<file path="src/rtl/keccak_cust5_pkg.sv">
// Shared definitions for the l.cust5 keccak interface: opcodes, FSM states
// and default buffer geometry.
package keccak_cust5_pkg;

    localparam int MSG_WORDS_DEF = 18;
    localparam int DIG_WORDS_DEF = 16;
    localparam int IDX_W_DEF     = 6;

    localparam logic [4:0] OP_START  = 5'b00100;
    localparam logic [4:0] OP_MIDDLE = 5'b00010;
    localparam logic [4:0] OP_END    = 5'b00001;
    localparam logic [4:0] OP_READ   = 5'b01000;

    typedef enum logic [2:0] {
        ST_IDLE,
        ST_LOAD,
        ST_LAUNCH,
        ST_WAIT,
        ST_READY
    } state_t;

    function automatic logic is_known_op(input logic [4:0] op);
        return (op == OP_START) || (op == OP_MIDDLE) ||
               (op == OP_END)   || (op == OP_READ);
    endfunction

endpackage

</file>
<file path="src/rtl/or1200_keccak_msgbuf.sv">
// Word-addressed message buffer: start clears and writes word 0, append
// writes at the current count; count saturates at MSG_WORDS.
module or1200_keccak_msgbuf
    import keccak_cust5_pkg::*;
#(
    parameter int MSG_WORDS = MSG_WORDS_DEF,
    parameter int IDX_W     = IDX_W_DEF
) (
    input  logic                   clk,
    input  logic                   rst,
    input  logic                   start,
    input  logic                   append,
    input  logic [31:0]            data,
    output logic [MSG_WORDS*32-1:0] msg,
    output logic [IDX_W-1:0]       count,
    output logic                   full
);

    logic [IDX_W-1:0] count_reg;

    assign full  = (count_reg == IDX_W'(MSG_WORDS));
    assign count = count_reg;

    generate
        for (genvar gi = 0; gi < MSG_WORDS; gi++) begin : g_word
            logic [31:0] word_reg;

            always_ff @(posedge clk) begin
                if (rst) begin
                    word_reg <= '0;
                end else if (start) begin
                    word_reg <= (gi == 0) ? data : 32'd0;
                end else if (append && !full && (count_reg == IDX_W'(gi))) begin
                    word_reg <= data;
                end
            end

            assign msg[gi*32 +: 32] = word_reg;
        end
    endgenerate

    always_ff @(posedge clk) begin
        if (rst) begin
            count_reg <= '0;
        end else if (start) begin
            count_reg <= IDX_W'(1);
        end else if (append && !full) begin
            count_reg <= count_reg + IDX_W'(1);
        end
    end

endmodule

</file>
<file path="src/rtl/or1200_keccak_cust5_if.sv">
// EX-stage bridge between l.cust5 ops and the keccak core: message packing,
// launch, digest capture and register-file read-back.
module or1200_keccak_cust5_if
    import keccak_cust5_pkg::*;
#(
    parameter int MSG_WORDS = MSG_WORDS_DEF,
    parameter int DIG_WORDS = DIG_WORDS_DEF,
    parameter int IDX_W     = IDX_W_DEF
) (
    input  logic                    clk,
    input  logic                    rst,
    input  logic                    ex_freeze,
    input  logic                    cust5_valid,
    input  logic [4:0]              cust5_op,
    input  logic [IDX_W-1:0]        cust5_limm,
    input  logic [31:0]             opa,
    output logic [31:0]             result,
    output logic                    result_valid,
    output logic                    stall,
    output logic                    core_start,
    output logic [MSG_WORDS*32-1:0] core_msg,
    output logic [IDX_W-1:0]        core_len,
    input  logic                    core_done,
    input  logic [DIG_WORDS*32-1:0] core_digest,
    output logic                    busy,
    output logic                    err
);

    localparam int DIG_AW = $clog2(DIG_WORDS);

    state_t      state_reg;
    logic        err_reg;
    logic [31:0] result_reg;
    logic        result_valid_reg;
    logic [31:0] digest_reg [DIG_WORDS];
    logic [31:0] read_data;

    logic accept;
    logic is_start, is_middle, is_end, is_read;
    logic buf_start, buf_append, buf_full;
    logic [IDX_W-1:0] buf_count;

    assign is_start  = (cust5_op == OP_START);
    assign is_middle = (cust5_op == OP_MIDDLE);
    assign is_end    = (cust5_op == OP_END);
    assign is_read   = (cust5_op == OP_READ);

    // Hold any cust5 op while a hash is in flight, LAUNCH included, so
    // nothing is lost and only one hash is ever outstanding.
    assign stall  = ((state_reg == ST_LAUNCH) || (state_reg == ST_WAIT)) &&
                    cust5_valid && is_known_op(cust5_op);
    assign accept = cust5_valid && !ex_freeze && !stall;

    assign buf_start  = accept && is_start;
    assign buf_append = accept && (state_reg == ST_LOAD) && (is_middle || is_end);

    or1200_keccak_msgbuf #(
        .MSG_WORDS (MSG_WORDS),
        .IDX_W     (IDX_W)
    ) u_msgbuf (
        .clk    (clk),
        .rst    (rst),
        .start  (buf_start),
        .append (buf_append),
        .data   (opa),
        .msg    (core_msg),
        .count  (buf_count),
        .full   (buf_full)
    );

    always_comb begin
        read_data = '0;
        if (int'(cust5_limm) < DIG_WORDS) begin
            read_data = digest_reg[cust5_limm[DIG_AW-1:0]];
        end
    end

    always_ff @(posedge clk) begin
        if (rst) begin
            for (int i = 0; i < DIG_WORDS; i++) begin
                digest_reg[i] <= '0;
            end
        end else if ((state_reg == ST_WAIT) && core_done) begin
            for (int i = 0; i < DIG_WORDS; i++) begin
                digest_reg[i] <= core_digest[i*32 +: 32];
            end
        end
    end

    always_ff @(posedge clk) begin
        if (rst) begin
            state_reg        <= ST_IDLE;
            err_reg          <= 1'b0;
            result_reg       <= '0;
            result_valid_reg <= 1'b0;
        end else begin
            result_valid_reg <= 1'b0;
            case (state_reg)
                ST_IDLE, ST_LOAD, ST_READY: begin
                    if (accept) begin
                        if (is_start) begin
                            state_reg <= ST_LOAD;
                            err_reg   <= 1'b0;
                        end else if (is_middle) begin
                            if ((state_reg != ST_LOAD) || buf_full) begin
                                err_reg <= 1'b1;
                            end
                        end else if (is_end) begin
                            if (state_reg != ST_LOAD) begin
                                err_reg <= 1'b1;
                            end else begin
                                if (buf_full) begin
                                    err_reg <= 1'b1;
                                end
                                state_reg <= ST_LAUNCH;
                            end
                        end else if (is_read) begin
                            result_reg       <= read_data;
                            result_valid_reg <= 1'b1;
                        end
                    end
                end
                ST_LAUNCH: begin
                    state_reg <= ST_WAIT;
                end
                ST_WAIT: begin
                    if (core_done) begin
                        state_reg <= ST_READY;
                    end
                end
                default: begin
                    state_reg <= ST_IDLE;
                end
            endcase
        end
    end

    assign core_start   = (state_reg == ST_LAUNCH);
    assign core_len     = buf_count;
    assign busy         = (state_reg == ST_WAIT);
    assign err          = err_reg;
    assign result       = result_reg;
    assign result_valid = result_valid_reg;

endmodule

</file>
<file path="config.mk">
export PLATFORM = sky130hd
export DESIGN_NAME = or1200_keccak_cust5_if
export DESIGN_NICKNAME = d
export VERILOG_FILES = /design/src/rtl/keccak_cust5_pkg.sv /design/src/rtl/or1200_keccak_msgbuf.sv /design/src/rtl/or1200_keccak_cust5_if.sv
export SDC_FILE = /design/constraint.sdc
export NUM_CORES = 2
export LEC_CHECK = 0
export CAP_MARGIN = 0
export CORE_AREA = 2 2 453 455
export DETAILED_ROUTE_END_ITERATION = 8
export DIE_AREA = 0 0 455 457
export HOLD_SLACK_MARGIN = 0.12
export PLACE_DENSITY = 0.49
export SYNTH_ARGS = -nofsm -noshare
export SYNTH_HDL_FRONTEND = slang
export SYNTH_SLANG_ARGS = --single-unit
</file>
<file path="constraint.sdc">
create_clock -name clk -period 28.2 [get_ports clk]
set_input_delay 5.64 -clock clk [delete_from_list [all_inputs] [get_ports clk]]
set_output_delay 5.64 -clock clk [all_outputs]
set_load 0.02 [all_outputs]
</file>
Yosys cells after proc, flatten, opt, wreduce, memory -nomap -nowiden
Memories as Yosys holds them, arrays and structs flattened.
Index checks and enable logic that the tools add are counted.
W data, S select, Z words.
{"block": "word_totals", "ff_bits": 619, "ramBits": 512, "input_bits": 560, "out_inout_bits": 619, "elab_cells": 169, "mem_count": 1}
{"memory": "digest_reg", "depth": 16, "word_bits": 32, "rd": 1, "rd_clocked_by_memory_dff": 0, "write_ports": 16, "line_no": "or1200_keccak_cust5_if.sv:35", "rtl": "logic [31:0] digest_reg [DIG_WORDS];"}
{"block": "classes", "addsub": 1, "magnitude_cmp": 1, "n_eq_ne": 33, "mux": 40, "bitwise_logic": 21, "reduce_logical": 48}
{"operator": "$mux W32", "n": 19}
{"operator": "$eq A6 B4 Y1 const B", "n": 8}
{"operator": "$logic_and A1 B1 Y1", "n": 27}
{"operator": "$eq A6 B3 Y1 const B", "n": 4}
{"operator": "$eq A6 B5 Y1 const B", "n": 3}
{"operator": "$mux W3", "n": 6}
{"operator": "$or A1 B1 Y1", "n": 16}
{"operator": "$mux W1", "n": 14}
{"operator": "$eq A6 B2 Y1 const B", "n": 2}
{"operator": "$reduce_and A5 Y1", "n": 2}
{"operator": "$ne A3 B3 Y1 const B", "n": 3}
{"operator": "$pmux W3 S3", "n": 1}
{"operator": "$add A6 B1 Y6 const B", "n": 1}
{"operator": "$eq A3 B2 Y1 const B", "n": 2}
{"operator": "$eq A6 B1 Y1 const B", "n": 1}
{"operator": "$logic_not A6 Y1", "n": 1}
{"operator": "$logic_or A1 B1 Y1", "n": 6}
{"operator": "$lt A6 B5 Y1 const B", "n": 1}
{"operator": "$reduce_and A6 Y1", "n": 1}
{"operator": "$reduce_or A6 Y1", "n": 1}
{"operator": "$eq A5 B1 Y1 const B", "n": 1}
{"operator": "$eq A5 B2 Y1 const B", "n": 1}
{"operator": "$eq A5 B3 Y1 const B", "n": 1}
{"operator": "$eq A5 B4 Y1 const B", "n": 1}
{"operator": "13 further kinds", "n": 21}

Depth between registers and ports, before layout
{"block": "depth", "depth_word": 13, "depth_mapped": 9}

Hierarchy
From an unflattened synthesis, not the netlist that was laid out.
{"block": "unflattened", "hier_cells": 3748, "area_unflattened_um2": 46347.0}
{"mod": "or1200_keccak_cust5_if", "n_inst": 1, "cells_each": 1551, "area_each_um2": 24597.3}
{"mod": "or1200_keccak_msgbuf", "n_inst": 1, "cells_each": 2197, "area_each_um2": 21749.6}

Worst setup path before layout
OpenSTA, ideal clock, no wires.
{"block": "synth_timing", "path_kind": "input port to flip-flop", "startpoint": "input port rst", "endpoint": "memory digest_reg[0][0], enable pin", "setup_time_ns": 0.698, "arrival_time_ns": 12.500, "slack_ns": 15.001, "path_stages": 2, "n_path_buf": 1, "cell_sequence": "clkbuf_1 > a31o_2"}
{"item": "from (decl)", "line_no": "or1200_keccak_cust5_if.sv:11", "rtl": "input logic rst,"}
{"item": "to (decl)", "line_no": "or1200_keccak_cust5_if.sv:35"}

Worst setup path after layout
{"block": "layout_timing", "startpoint": "input port cust5_op[2]", "endpoint": "output port stall"}
{"block": "layout_via", "elab_chain_cells": 5, "elab_cells_between_ends": 8}
{"item": "from (decl)", "line_no": "or1200_keccak_cust5_if.sv:14", "rtl": "input logic [4:0] cust5_op,"}
{"item": "$eq A5 B3 Y1 or $eq A5 B2 Y1 (tied branches)", "line_no": "keccak_cust5_pkg.sv:23", "rtl": "return (op == OP_START) || (op == OP_MIDDLE) ||"}
{"item": "$logic_or A1 B1 Y1 (2 in a row)", "line_no": "keccak_cust5_pkg.sv:23"}
{"item": "$logic_or A1 B1 Y1 *", "line_no": "keccak_cust5_pkg.sv:24", "rtl": "(op == OP_END) || (op == OP_READ);"}
{"item": "$logic_and A1 B1 Y1 *", "line_no": "or1200_keccak_cust5_if.sv:51", "rtl": "cust5_valid && is_known_op(cust5_op);"}
{"item": "to (decl)", "line_no": "or1200_keccak_cust5_if.sv:19", "rtl": "output logic stall,"}
Every way passes the cells marked *; elsewhere a longest branch is shown, timed or not.

==> impl_summary.log <==
[metrics] Starting DRT DRC Count: 2533
[metrics] vias in the first global route: 34500
[metrics] Routed wire per std cell: 25.0 um
[metrics] TritonCTS clock tree: yes
[metrics] number of setup buffers added after CTS: 0
[metrics] share of synthesized area occupied by flip-flops and latches: 61.6%
[metrics] count of port buffers added during placement: 1178
[metrics] ordered list of cells on the worst path: clkdlybuf4s50_1 -> nor4b_1 -> a211oi_1 -> nor2_1 -> clkdlybuf4s50_1
[metrics] yosys synthesis warning count: 0
[metrics] Die ar.: 208000 um2
[metrics] hold-fix buffers at CTS: 0
[metrics] fraction of final layout cells with drive strength greater than 1: 8.92%
[metrics] Seq pwr share: 47.1%
[metrics] die span in x: 455 um
[metrics] post-synthesis sequential element count: 1131
[metrics] post-cts repair resize count: 0
[metrics] proportion of power drawn by the clock network: 46.2%
[metrics] buffers and inverters on the worst path: 2
[metrics] final critical-path setup slack: 14240 ps
[metrics] post-route insts no fill: 8021
[metrics] proportion of power drawn by combinational gates: 6.7%
[metrics] placed wire-length estimate: 140 mm
[metrics] routed vias/inst: 4.36
[metrics] site row count: 166
[metrics] net switching share of the total power: 23.7%
[metrics] remaining design rule violation count: 0
[metrics] cell leakage power: 21.1 nW
[metrics] global-route wire length before repair: 273 mm
[metrics] overall track demand over capacity in global routing: 18.5%
[metrics] number of max-slew violations in the final report: 0
[metrics] Avg Inst Size Synth: 10.8 um2
[metrics] largest net degree at the start of global routing: 102
[metrics] number of failing setup endpoints in the final timing report: 0
[metrics] status: finished clean
[metrics] synthesized net count: 4745
[metrics] Fmax achieved: 0.0716 GHz
[metrics] clock transition at the registers of the reported paths: 50 ps
[metrics] actual slew at the worst max-slew pin: 1170 ps
[metrics] cell family contributing the most delay on the critical path: buffers and inverters
[metrics] internal reg-to-reg setup slack: 21620 ps
[metrics] total of max-cap violations: 0
[metrics] Antenna Violating Nets Remaining: 0
[metrics] final WL: 201 mm
[metrics] max FFs per register: 576
[metrics] GP Congestion: 0.816
[metrics] share of synthesized flip-flops with an asynchronous set or reset: 0%
[metrics] worst setup slack after placement: 14120 ps
[metrics] CTS HTree Levels: 4
[metrics] Critical Path End Type: output pin
[metrics] setup repair after global routing missed its margin: no
[metrics] cell count after placement: 7759
[metrics] Skew-Pair Late Insertion Delay: 760 ps
[metrics] clock tree root buffer cell: sky130_fd_sc_hd__clkbuf_16
[metrics] crit-path most repeated cell: sky130_fd_sc_hd__clkdlybuf4s50_1
[metrics] Initial DRT Pass Iterations: 5
[metrics] critical path required time: 22560 ps
[metrics] P_sw: 0.888 mW
[metrics] crit share post-route: 49.5%
[metrics] CP Launch Type: input pin
[metrics] power per cell area: 58.8 nW/um2
[metrics] number of flops mapped to enable cells by yosys: 512
[metrics] count of filler cells inserted in the layout: 20800
[metrics] CP max stage delay: 860 ps
[metrics] total number of nets in the final design: 5774
[metrics] Max-Slew Margin vs Limit: 21.9%
[metrics] total standard cell area after synthesis: 45100 um2
[metrics] via count: 34900
[metrics] antenna violations before repair: 25
[metrics] critical-path maximum fanout: 9
[metrics] final hold violation count: 0
[metrics] final global-route overflow total: 0
[metrics] Final TNS setup: 0 ps
[metrics] slowest stage cell, crit path: sky130_fd_sc_hd__clkdlybuf4s50_1
[metrics] overall power consumption: 3.74 mW
[metrics] crit path time final: 13960 ps
[metrics] skew final: 38.1 ps
[metrics] CP Data Arrival Time: 8320 ps
[metrics] clock buffer count from CTS: 137
[metrics] worst hold path type: register to register
[metrics] number of standard cells after synthesis: 4181
[metrics] clock net sink count: 1131
[metrics] Max Buffers Root-to-Sink: 3
[metrics] utilization after layout: 31.3%
[metrics] internal cell power: 2.85 mW
[metrics] area overhead of the layout relative to synthesis: 41.2%
[metrics] Std-Cell Core Area: 203000 um2
[metrics] startpoint-to-endpoint class of the critical path: input pin to output pin
[metrics] Starting Density: 22.2%
[metrics] worst supply voltage drop on vdd: 0.0537 mV
[metrics] predominant post-synthesis flop cell: sky130_fd_sc_hd__dfxtp_1
[metrics] height of the chip: 457 um
[metrics] I/O pins: 1179
[metrics] count of unique library cells instantiated by Yosys: 47
-- Yosys cell counts, types with 2 or more instances --
| cell | instances | area, um2 |
|---|---|---|
| sky130_fd_sc_hd__nor2b_1 | 198 | 1240 |
| sky130_fd_sc_hd__ha_1 | 4 | 50.1 |
| sky130_fd_sc_hd__nor4b_1 | 5 | 43.8 |
| sky130_fd_sc_hd__nor3b_1 | 2 | 15.0 |
| sky130_fd_sc_hd__nand2_1 | 1127 | 4230 |
| sky130_fd_sc_hd__mux2_2 | 32 | 360 |
| sky130_fd_sc_hd__a211oi_1 | 2 | 15.0 |
| sky130_fd_sc_hd__a21oi_1 | 583 | 2920 |
| sky130_fd_sc_hd__edfxtp_1 | 512 | 15400 |
| sky130_fd_sc_hd__buf_1 | 14 | 52.6 |
| sky130_fd_sc_hd__nand2b_1 | 65 | 407 |
| sky130_fd_sc_hd__and3_1 | 19 | 119 |
| sky130_fd_sc_hd__o21ai_0 | 36 | 180 |
| sky130_fd_sc_hd__buf_2 | 93 | 465 |
| sky130_fd_sc_hd__a31o_2 | 2 | 17.5 |
| sky130_fd_sc_hd__and2_1 | 322 | 2010 |
| sky130_fd_sc_hd__mux4_2 | 128 | 2880 |
| sky130_fd_sc_hd__xor2_1 | 4 | 35.0 |
| sky130_fd_sc_hd__buf_4 | 37 | 278 |
| sky130_fd_sc_hd__nand3_1 | 20 | 100 |
| sky130_fd_sc_hd__clkbuf_1 | 222 | 833 |
| sky130_fd_sc_hd__nand4_1 | 2 | 12.5 |
| sky130_fd_sc_hd__nor2_1 | 44 | 165 |
| sky130_fd_sc_hd__mux2i_1 | 64 | 641 |
| sky130_fd_sc_hd__dfxtp_1 | 619 | 12400 |
| sky130_fd_sc_hd__inv_1 | 4 | 15.0 |
-- final timing paths --
path,to,startpoint,cells after the start
min,u_msgbuf.g_word[8].word_reg[29],u_msgbuf.g_word[8].word_reg[29],2
min reg2reg,u_msgbuf.g_word[8].word_reg[29],u_msgbuf.g_word[8].word_reg[29],2
max reg2reg,u_msgbuf.g_word[17].word_reg[7],state_reg[2],11
max,stall,cust5_op[2],5
-- area by class of cell --
type                            instances  area [um2]  area share (%)
Timing Repair Buffer                 1257       12300            19.4
Clock inverter                         54         596           0.936
Clock buffer                          189        3760            5.90
Antenna cell                           19        47.5          0.0747
Inverter                                4        15.0          0.0236
Tap cell                             2688        3360            5.29
Multi-Input combinational cell       2679       15700            24.7
Sequential cell                      1131       27800            43.6
-- layer usage --
| metal | part of all wire (%) | track usage (%) |
|---|---|---|
| met5 | 0.040 | 0 |
| met4 | 3.9 | 7.22 |
| met3 | 8.3 | 5.94 |
| met2 | 50 | 32.5 |
| met1 | 38 | 20.6 |
-- kinds of logic after synthesis --
group           count (synthesis)  share of synthesized area, %
mux                           224                          8.62
simple gates                 1815                          18.8
flops                        1131                          61.6
compound gates                631                          7.10
xor+xnor                        5                        0.0972
buf+inv                       371                          3.67
fa+ha+maj                       4                         0.111
-- worst min-delay path, cell delays in order (launching register included) --
cell and delay [ps]:
sky130_fd_sc_hd__dfxtp_1 300, sky130_fd_sc_hd__nand2_1 50, sky130_fd_sc_hd__a21oi_1 50
-- metrics by stage --
step / cell area (um2) / hold WS, ps
after global routing: 63600 / 462
after detailed placement: 59200 / 442
after global placement: 59200 / 436
final: 63600 / 447
after floorplan: 45100 / 529
after CTS: 63600 / 450
-- power by group through the flow --
stage / combinational, mW / sequential (mW) / clock [mW]
final: 0.251 / 1.76 / 1.73
after global routing: 0.266 / 1.77 / 1.84
after CTS: 0.260 / 1.76 / 1.77
after detailed placement: 0.258 / 1.80 / 0
after global placement: 0.258 / 1.80 / 0
after floorplan: 0.107 / 1.80 / 0
-- cells in the final DEF, fill, tap and decap left out, types with 5 or more instances in the layout --
cell type and n:
sky130_fd_sc_hd__o21ai_0 36, sky130_fd_sc_hd__clkbuf_16 137, sky130_fd_sc_hd__diode_2 19, sky130_fd_sc_hd__and2_1 322
sky130_fd_sc_hd__clkinv_2 17, sky130_fd_sc_hd__mux2_2 32, sky130_fd_sc_hd__nor2b_1 198, sky130_fd_sc_hd__nand3_1 9
sky130_fd_sc_hd__nand2b_1 65, sky130_fd_sc_hd__clkbuf_8 13, sky130_fd_sc_hd__clkbuf_1 38, sky130_fd_sc_hd__clkinv_1 11
sky130_fd_sc_hd__mux4_2 128, sky130_fd_sc_hd__nand2_1 1127, sky130_fd_sc_hd__a21oi_1 581, sky130_fd_sc_hd__clkdlybuf4s50_1 1164
sky130_fd_sc_hd__nor2_1 44, sky130_fd_sc_hd__edfxtp_1 512, sky130_fd_sc_hd__buf_4 80, sky130_fd_sc_hd__and3_1 17
sky130_fd_sc_hd__inv_6 8, sky130_fd_sc_hd__buf_2 10, sky130_fd_sc_hd__mux2i_1 64, sky130_fd_sc_hd__nand3_2 12
sky130_fd_sc_hd__dfxtp_1 619, sky130_fd_sc_hd__clkinv_16 5
Note: power is estimated with default switching activity, not from simulation.
